===== config.mk =====
export PLATFORM = sky130hd
export DESIGN_NAME = fifo_rd_stream
export DESIGN_NICKNAME = d
export VERILOG_FILES = /design/src/rtl/fifo_pkg.sv /design/src/rtl/fifo_rd_stream.sv
export SDC_FILE = /design/constraint.sdc
export NUM_CORES = 1
export LEC_CHECK = 0
export ABC_AREA = 1
export CORE_MARGIN = 2
export CORE_UTILIZATION = 35
export CTS_CLUSTER_SIZE = 24
export DETAILED_ROUTE_END_ITERATION = 8
export PLACE_DENSITY = 0.58
export SLEW_MARGIN = 20
export SYNTH_ARGS = -nofsm -noshare
export SYNTH_HDL_FRONTEND = slang
export SYNTH_SLANG_ARGS = --single-unit

===== constraint.sdc =====
create_clock -name clk -period 2.4 [get_ports clk]
set_input_delay 0.48 -clock clk [delete_from_list [all_inputs] [get_ports clk]]
set_output_delay 0.48 -clock clk [all_outputs]
set_load 0.03 [all_outputs]

===== src/rtl/fifo_pkg.sv =====
// Shared types for the FIFO read-port to stream adapter: buffer state encoding
// and default data width.
package fifo_pkg;

  localparam int DEFAULT_DATA_WIDTH = 8;

  typedef enum logic [1:0] {
    EMPTY = 2'd0,
    ONE   = 2'd1,
    TWO   = 2'd2
  } buf_state_e;

  // Number of words held in the output buffer for a given state.
  function automatic logic [1:0] occ_of(input buf_state_e s);
    case (s)
      ONE:     occ_of = 2'd1;
      TWO:     occ_of = 2'd2;
      default: occ_of = 2'd0;
    endcase
  endfunction

endpackage


===== src/rtl/fifo_rd_stream.sv =====
// Adapts a synchronous FIFO read port (1-cycle read latency) to a valid/ready
// stream via a 2-entry skid buffer. Define FIFO_RD_STREAM_CNT_EN for xfer_cnt.
module fifo_rd_stream
  import fifo_pkg::*;
#(
  parameter int DATA_WIDTH = DEFAULT_DATA_WIDTH
) (
  input  logic                  clk,
  input  logic                  rst,
  input  logic                  fifo_empty,
  output logic                  fifo_r_en,
  input  logic [DATA_WIDTH-1:0] fifo_data,
  output logic                  m_valid,
  input  logic                  m_ready,
  output logic [DATA_WIDTH-1:0] m_data
`ifdef FIFO_RD_STREAM_CNT_EN
  ,
  output logic [15:0]           xfer_cnt
`endif
);

  buf_state_e            state_q, state_d;
  logic [DATA_WIDTH-1:0] head_q, head_d;
  logic [DATA_WIDTH-1:0] tail_q, tail_d;
  logic                  inflight_q;
  logic                  push, pop;
  logic [2:0]            level;

  assign push = inflight_q;
  assign pop  = m_valid && m_ready;

  // Words committed after this cycle: buffered + on the FIFO bus - leaving now.
  // pop implies occ >= 1, so this never underflows.
  assign level     = {1'b0, occ_of(state_q)} + {2'b00, inflight_q} - {2'b00, pop};
  assign fifo_r_en = !rst && !fifo_empty && (level < 3'd2);

  assign m_valid = (state_q != EMPTY);
  assign m_data  = (state_q == EMPTY) ? '0 : head_q;

  always_comb begin
    state_d = state_q;
    head_d  = head_q;
    tail_d  = tail_q;
    case (state_q)
      EMPTY: begin
        if (push) begin
          state_d = ONE;
          head_d  = fifo_data;
        end
      end
      ONE: begin
        case ({push, pop})
          2'b10: begin
            state_d = TWO;
            tail_d  = fifo_data;
          end
          2'b01: state_d = EMPTY;
          2'b11: head_d = fifo_data;
          default: ;
        endcase
      end
      TWO: begin
        // push is unreachable here (read gating keeps occ+inflight <= 2)
        if (pop) begin
          state_d = push ? TWO : ONE;
          head_d  = tail_q;
          if (push) tail_d = fifo_data;
        end
      end
      default: state_d = EMPTY;
    endcase
  end

  always_ff @(posedge clk or posedge rst) begin
    if (rst) begin
      state_q    <= EMPTY;
      head_q     <= '0;
      tail_q     <= '0;
      inflight_q <= 1'b0;
    end else begin
      state_q    <= state_d;
      head_q     <= head_d;
      tail_q     <= tail_d;
      inflight_q <= fifo_r_en;
    end
  end

`ifdef FIFO_RD_STREAM_CNT_EN
  always_ff @(posedge clk or posedge rst) begin
    if (rst)      xfer_cnt <= '0;
    else if (pop) xfer_cnt <= xfer_cnt + 16'd1;
  end
`endif

endmodule


==> metrics, run 1 <==
Synth area leaders=dfrtp_1, nand2_1, nand3_1; wire per inst=approximately 11 µm; Final Slew Violations=0; measured slew at the worst slew-check pin=0.7484 ns; Placed Instance Area=0.001365 mm²; worst min-delay path category=flop to flop; largest net degree at the start of global routing=20; n_diodes=0; Layout Nets=191; Skew-Pair Late Insertion Delay=between 0.3 and 0.4 ns; CTS root buf=clkbuf_4; run status=complete, but fails checks; pwr/cell area=1168 mW/mm²; sequential area share after synthesis=0.4413; worst vdd ir=403.2 µV; Syn Area/Cell=7.379 µm²; first-pass GRT wire length=4257 µm; final setup vio count=1; placed instance count=203; core footprint=0.002978 mm²; max_slew headroom=0.5005; hold_buf cts=0; fmax=0.3945 GHz; DRC=0; Max clock buf depth=2; starting density of the core=0.3618; Distinct cells, synth=21; FP Rows=20; Die X=59.48 µm; Post-Syn Nets=159; # IOs=22; worst hold start=head_q[3]; DP HPWL=1711 µm; die area=~0.0035 mm²; CTS tree=yes; reg2reg path depth=7; area share of the largest cell type after synthesis=0.4413; clk_skew=0.006651 ns; required time of the worst setup path=1.92 ns; crit-path max FO=4; CP Class=flop to output pin; fin area=0.001439 mm²; Iter 0 DRT Violations=28; aggregate global-route resource usage=0.1597; Final WS setup=-0.1346 ns; Crit. End Element=output pin; routability congestion estimate=0.7914; Post-Layout Cell Count=210; initial antenna violation count=0; area leader, netlist=dfrtp_1; antenna-violating nets left=0; RR Startpoint=state_q[1]; Max-cap violations=0; htree depth=1; worst setup path end=fifo_r_en; Worst-path clk slew=about 0.11 ns; total gr overflow=0; top cells by count, synth=nand2_1, nand3_1, dfrtp_1; reg2reg end=inflight_q; failing checks=setup timing; #FFs+latches synth=19; drt pass-1 iters=4; R2R Setup Slk=0.62 ns; mapped cell area=0.001077 mm²; Leak Pwr=between 0.0007 and 0.0008 µW; Top FF cell, synth=dfrtp_1; fin crit share=1.056; clock tree sinks=19; drt via density=~4.7; Via Count=996; synthesized netlist cell count=between 100 and 150; minimum clock period=2.535 ns; Post-Route WL=around 2400 µm; Worst EP arrival=approximately 2.1 ns; asr flop ratio synth=1.000; Die Height=between 50 and 60 µm; most frequent cell after synthesis=nand2_1; input/output buffers=21; RSZ-0062 raised after global routing=yes; total CTS buffers=3; Critical path origin=state_q[1]; Hold Violations, Final=0; number of flops mapped to enable cells by yosys=0; warning count from the yosys run=0; Layout area overhead=33.57%; fraction of layout cells with a size suffix above 1=0.1808; vias in the first global route=around 960; Critical Path Source Type=flop
how the worst min path moves through the flow:
stage,to,slack (ns),cells past startpoint
6_report,head_q[3],0.48,2
5_1_grt,head_q[3],0.51,2
4_1_cts,head_q[3],0.49,2
3_5_place_dp,head_q[3],0.46,2
3_3_place_gp,head_q[0],0.46,2
2_1_floorplan,head_q[0],0.43,1
routing by layer:
| layer | GRT usage | routed length [µm] | vias up |
|---|---|---|---|
| met3 | 0.02620 | 92 | 5 |
| met1 | 0.2227 | 1153 | 446 |
| met2 | 0.2480 | 1098 | 22 |
| li1 | - | - | 523 |
| met4 | 0.05844 | 35 | 0 |
| met5 | 0 | 0 | - |
state kept, by name, summed over array words and instances, names as in the netlist:
register    count
head_q          8
tail_q          8
inflight_q      1
state_q         2
worst max-delay path: stages, from the launching register on:
cell and delay (ns):
dfrtp_2 0.47, nor2_4 0.15, nand3_2 0.09, o31a_1 0.12, fa_1 0.50, nand2_2 0.07
nor3b_4 0.20, buf_6 0.16
layout by cell type, fill, tap and decap left out:
| cell | synthesis | layout |
|---|---|---|
| dlygate4sd2_1 | 0 | 1 |
| nand2_4 | 1 | 1 |
| nand4_4 | 1 | 1 |
| nor2_4 | 0 | 1 |
| o21ai_1 | 1 | 1 |
| inv_1 | 13 | 12 |
| clkdlybuf4s50_1 | 0 | 19 |
| dfrtp_2 | 0 | 1 |
| nand3_2 | 3 | 3 |
| clkinv_2 | 0 | 1 |
| dfrtp_1 | 19 | 18 |
| nand2_2 | 1 | 3 |
| nor3_1 | 1 | 1 |
| nand3_1 | 27 | 27 |
| buf_4 | 1 | 9 |
| o31a_1 | 1 | 1 |
| clkbuf_4 | 0 | 3 |
| nand2_1 | 55 | 53 |
| o21ai_0 | 1 | 1 |
| nor2_2 | 1 | 1 |
| nor3b_4 | 0 | 1 |
| nor2_1 | 11 | 10 |
| inv_2 | 3 | 4 |
| buf_6 | 1 | 3 |
| fa_1 | 1 | 1 |
what timing repair did:
item	CTS	global route
pin swaps	3	2
setup buffers	2	1
resized for setup	8	2
endpoints found under the hold margin	0	0
endpoints found under the setup margin	1	1
cloned	0	0
final cells by class:
class                      instances  area (µm²)
timing repair buffer              32       300.3
multi-input combinational        106       533.0
clock inverter                     1       5.005
inverter                          16       60.06
sequential                        19       476.7
fill                             327        1539
tap                               33       41.29
clock buffer                       3       22.52
metrics by stage:
stage               TNS [ns]  hold slack (ns)  setup WS [ns]  total power, µW  utilization
global placement     -0.3062           0.4554        -0.3062             1449       0.4584
finish               -0.1346           0.4829        -0.1346             1681       0.4832
floorplan                  0           0.4311        0.01459             1173            -
CTS                  -0.1534           0.4867        -0.1534             1684       0.4790
global route         -0.2295           0.5077        -0.2295             1850       0.4832
detailed placement   -0.3686           0.4586        -0.3686             1466       0.4584
power by group:
part | total [µW] | leakage [µW] | switching, µW | internal (µW)
sequential | 555 | 0.000237 | 84.2 | 471
combinational | 956 | 0.000500 | 564 | 392
clock | 170 | 0.0000177 | 108 | 62.3
logic make-up (layout without fill, tap and decap cells):
logic type                 after synthesis  after routing  share of synthesized area
adders and majority gates                1              1                    0.01858
DFF                                     19             19                     0.4414
AOI/OAI and AO/OA                        3              3                    0.01741
and+or+nand+nor                        102            102                     0.4367
buffers and inverters                   21             52                    0.08595
No activity file was read; power rests on OpenSTA's default activity.
==> run 2, diff against run 1 <==
CTS_CLUSTER_DIAMETER = 150   (was default)
==> results of run 2 <==
No change in the layout: final DEF, timing and power equal those of run 1.
==> patch (config.mk and constraints of run 2) <==
The option `FIFO_RD_STREAM_CNT_EN` is turned on by a define.
--- a/src/rtl/fifo_rd_stream.sv
+++ b/src/rtl/fifo_rd_stream.sv
@@ -1,5 +1,7 @@
 // Adapts a synchronous FIFO read port (1-cycle read latency) to a valid/ready
 // stream via a 2-entry skid buffer. Define FIFO_RD_STREAM_CNT_EN for xfer_cnt.
+`define FIFO_RD_STREAM_CNT_EN
+
 module fifo_rd_stream
   import fifo_pkg::*;
 #(
Behaviour (old outputs only; new: xfer_cnt): unchanged (Yosys induction, for registers that start in step).
==> patch against run 2 <==
  * The flow still finishes with violations (negative setup slack)
  * Final area grew 66%
  * Sequential cell count grew 16
  * Sequential power grew 59%
  * Routed wire length grew 47%
  * Power grew 35%
  * Fmax grew 5.3%
  * Worst setup slack gained 0.13 ns
  * Area after synthesis grew 66%
  * Highest routed layer unchanged
  * Critical endpoint unchanged
==> patch: results (changes against run 2) <==
Outcome
  – Status: finished with violations (unchanged)
  – Failing checks: negative setup slack (unchanged)

Worst setup path
  – CP peak stage delay: 0.52 ns (was 0.50 ns)
  – Reg2Reg Setup Slack: 0.73 ns (was 0.62 ns)
  – CP delay by family, top: adder cells (was simple AND/OR/NAND/NOR gates)
  – Worst Setup SP: state_q[0]$_DFFE_PP0P_ (was state_q[1]$_DFFE_PP0P_)

Clocking
  – Clock buffer count from CTS: 5 (was 3)
  – Clock-pin slew on the worst setup and hold paths: 0.07 ns (was 0.11 ns)
  – Clk root buf: clkbuf_8 (was clkbuf_4)

Placement
  – RD Place Congestion: 0.791 (about the same)
  – Place WS: -0.341 ns (was -0.369 ns)
  – DP HPWL: 2660 µm (was 1710 µm)

STA
  – Setup TNS: -0.00763 ns (was -0.135 ns)
  – Final WS setup: -0.00763 ns (was -0.135 ns)
  – Clk_skew: 0.00351 ns (was 0.00665 ns)
  – Final setup violation count: 1 (unchanged)
  – Slew @ Worst Pin: 0.474 ns (was 0.748 ns)
  – Min Hold Slack: 0.501 ns (was 0.483 ns)

Power
  – Sw frac: 37.5% (was 45.0%)

Logic synthesis
  – Seq/Total Area, Yosys: 48.8% (was 44.1%)
  – Ranking of synthesized cells by area: dfrtp_1, nand2_1, inv_1, o21ai_0, nor2_1 (was dfrtp_1, nand2_1, nand3_1, inv_1, nor2_1)
  – Post-synth net total: 241 (was 159)
  – Post-synth top cells: nand2_1, inv_1, dfrtp_1 (was nand2_1, nand3_1, dfrtp_1)

Route
  – Routed wire length: 3490 µm (was 2380 µm)
  – Initial DRC Count: 65 (was 28)

Global routing
  – Largest net degree at the start of global routing: 36 (was 20)

Cells and area
  – Largest registers: xfer_cnt x16, head_q x8, tail_q x8 (was head_q x8, tail_q x8, state_q x2)

Hold path
  – HP Class: in2reg (was reg2reg)
==> patch: worst max path at each step <==
stage                endpoint  slack (ns)  cells past startpoint
finish              fifo_r_en      -0.008                      7
floorplan           fifo_r_en        0.05                      5
global placement    fifo_r_en       -0.33                      7
CTS                 fifo_r_en       -0.07                      7
global route        fifo_r_en       -0.13                      7
detailed placement  fifo_r_en       -0.34                      7
==> patch: metal layers <==
layer  part of all wire [%]  GRT usage [%]
met1                     47           17.7
met2                     47           23.3
met3                    4.9           4.50
met4                   0.97           4.68
met5                      0              0
==> patch: cell families (layout without fill, tap and decap cells) <==
family / Yosys count / count (layout) / synth area share, %
AO/OA/AOI/OAI: 36 / 36 / 11.4
XOR/XNOR: 7 / 7 / 3.42
buffers and inverters: 44 / 92 / 9.98
adder cells (fa/ha/maj): 2 / 2 / 1.81
flip-flops: 35 / 35 / 48.8
AND/OR/NAND/NOR: 103 / 103 / 24.5
==> patch: stage by stage <==
step | cell area [µm²] | std cells
finish | 2390 | 345
global route | 2390 | 345
CTS | 2390 | 345
detailed placement | 2280 | 336
global placement | 2280 | 336
floorplan | 1800 | 227
==> patch: layout make-up <==
type	instances	area share (%)
inverter	40	6.28
sequential	35	36.7
timing repair buffer	44	17.5
multi-input combinational	148	31.6
clock buffer	8	4.19
tap	70	3.66
==> patch: power by group through the flow <==
stage	registers [mW]	clock network (mW)	logic (mW)
finish	0.882	0.462	0.933
global route	0.906	0.510	1.04
CTS	0.881	0.487	0.949
detailed placement	0.890	0	0.932
global placement	0.885	0	0.922
floorplan	0.950	0	0.537
==> patch: repair_timing <==
action	4_1_cts	5_1_grt
setup endpoints to repair	1	10
pin swaps	1	0
gates resized for setup	6	4
buffers inserted	1	0
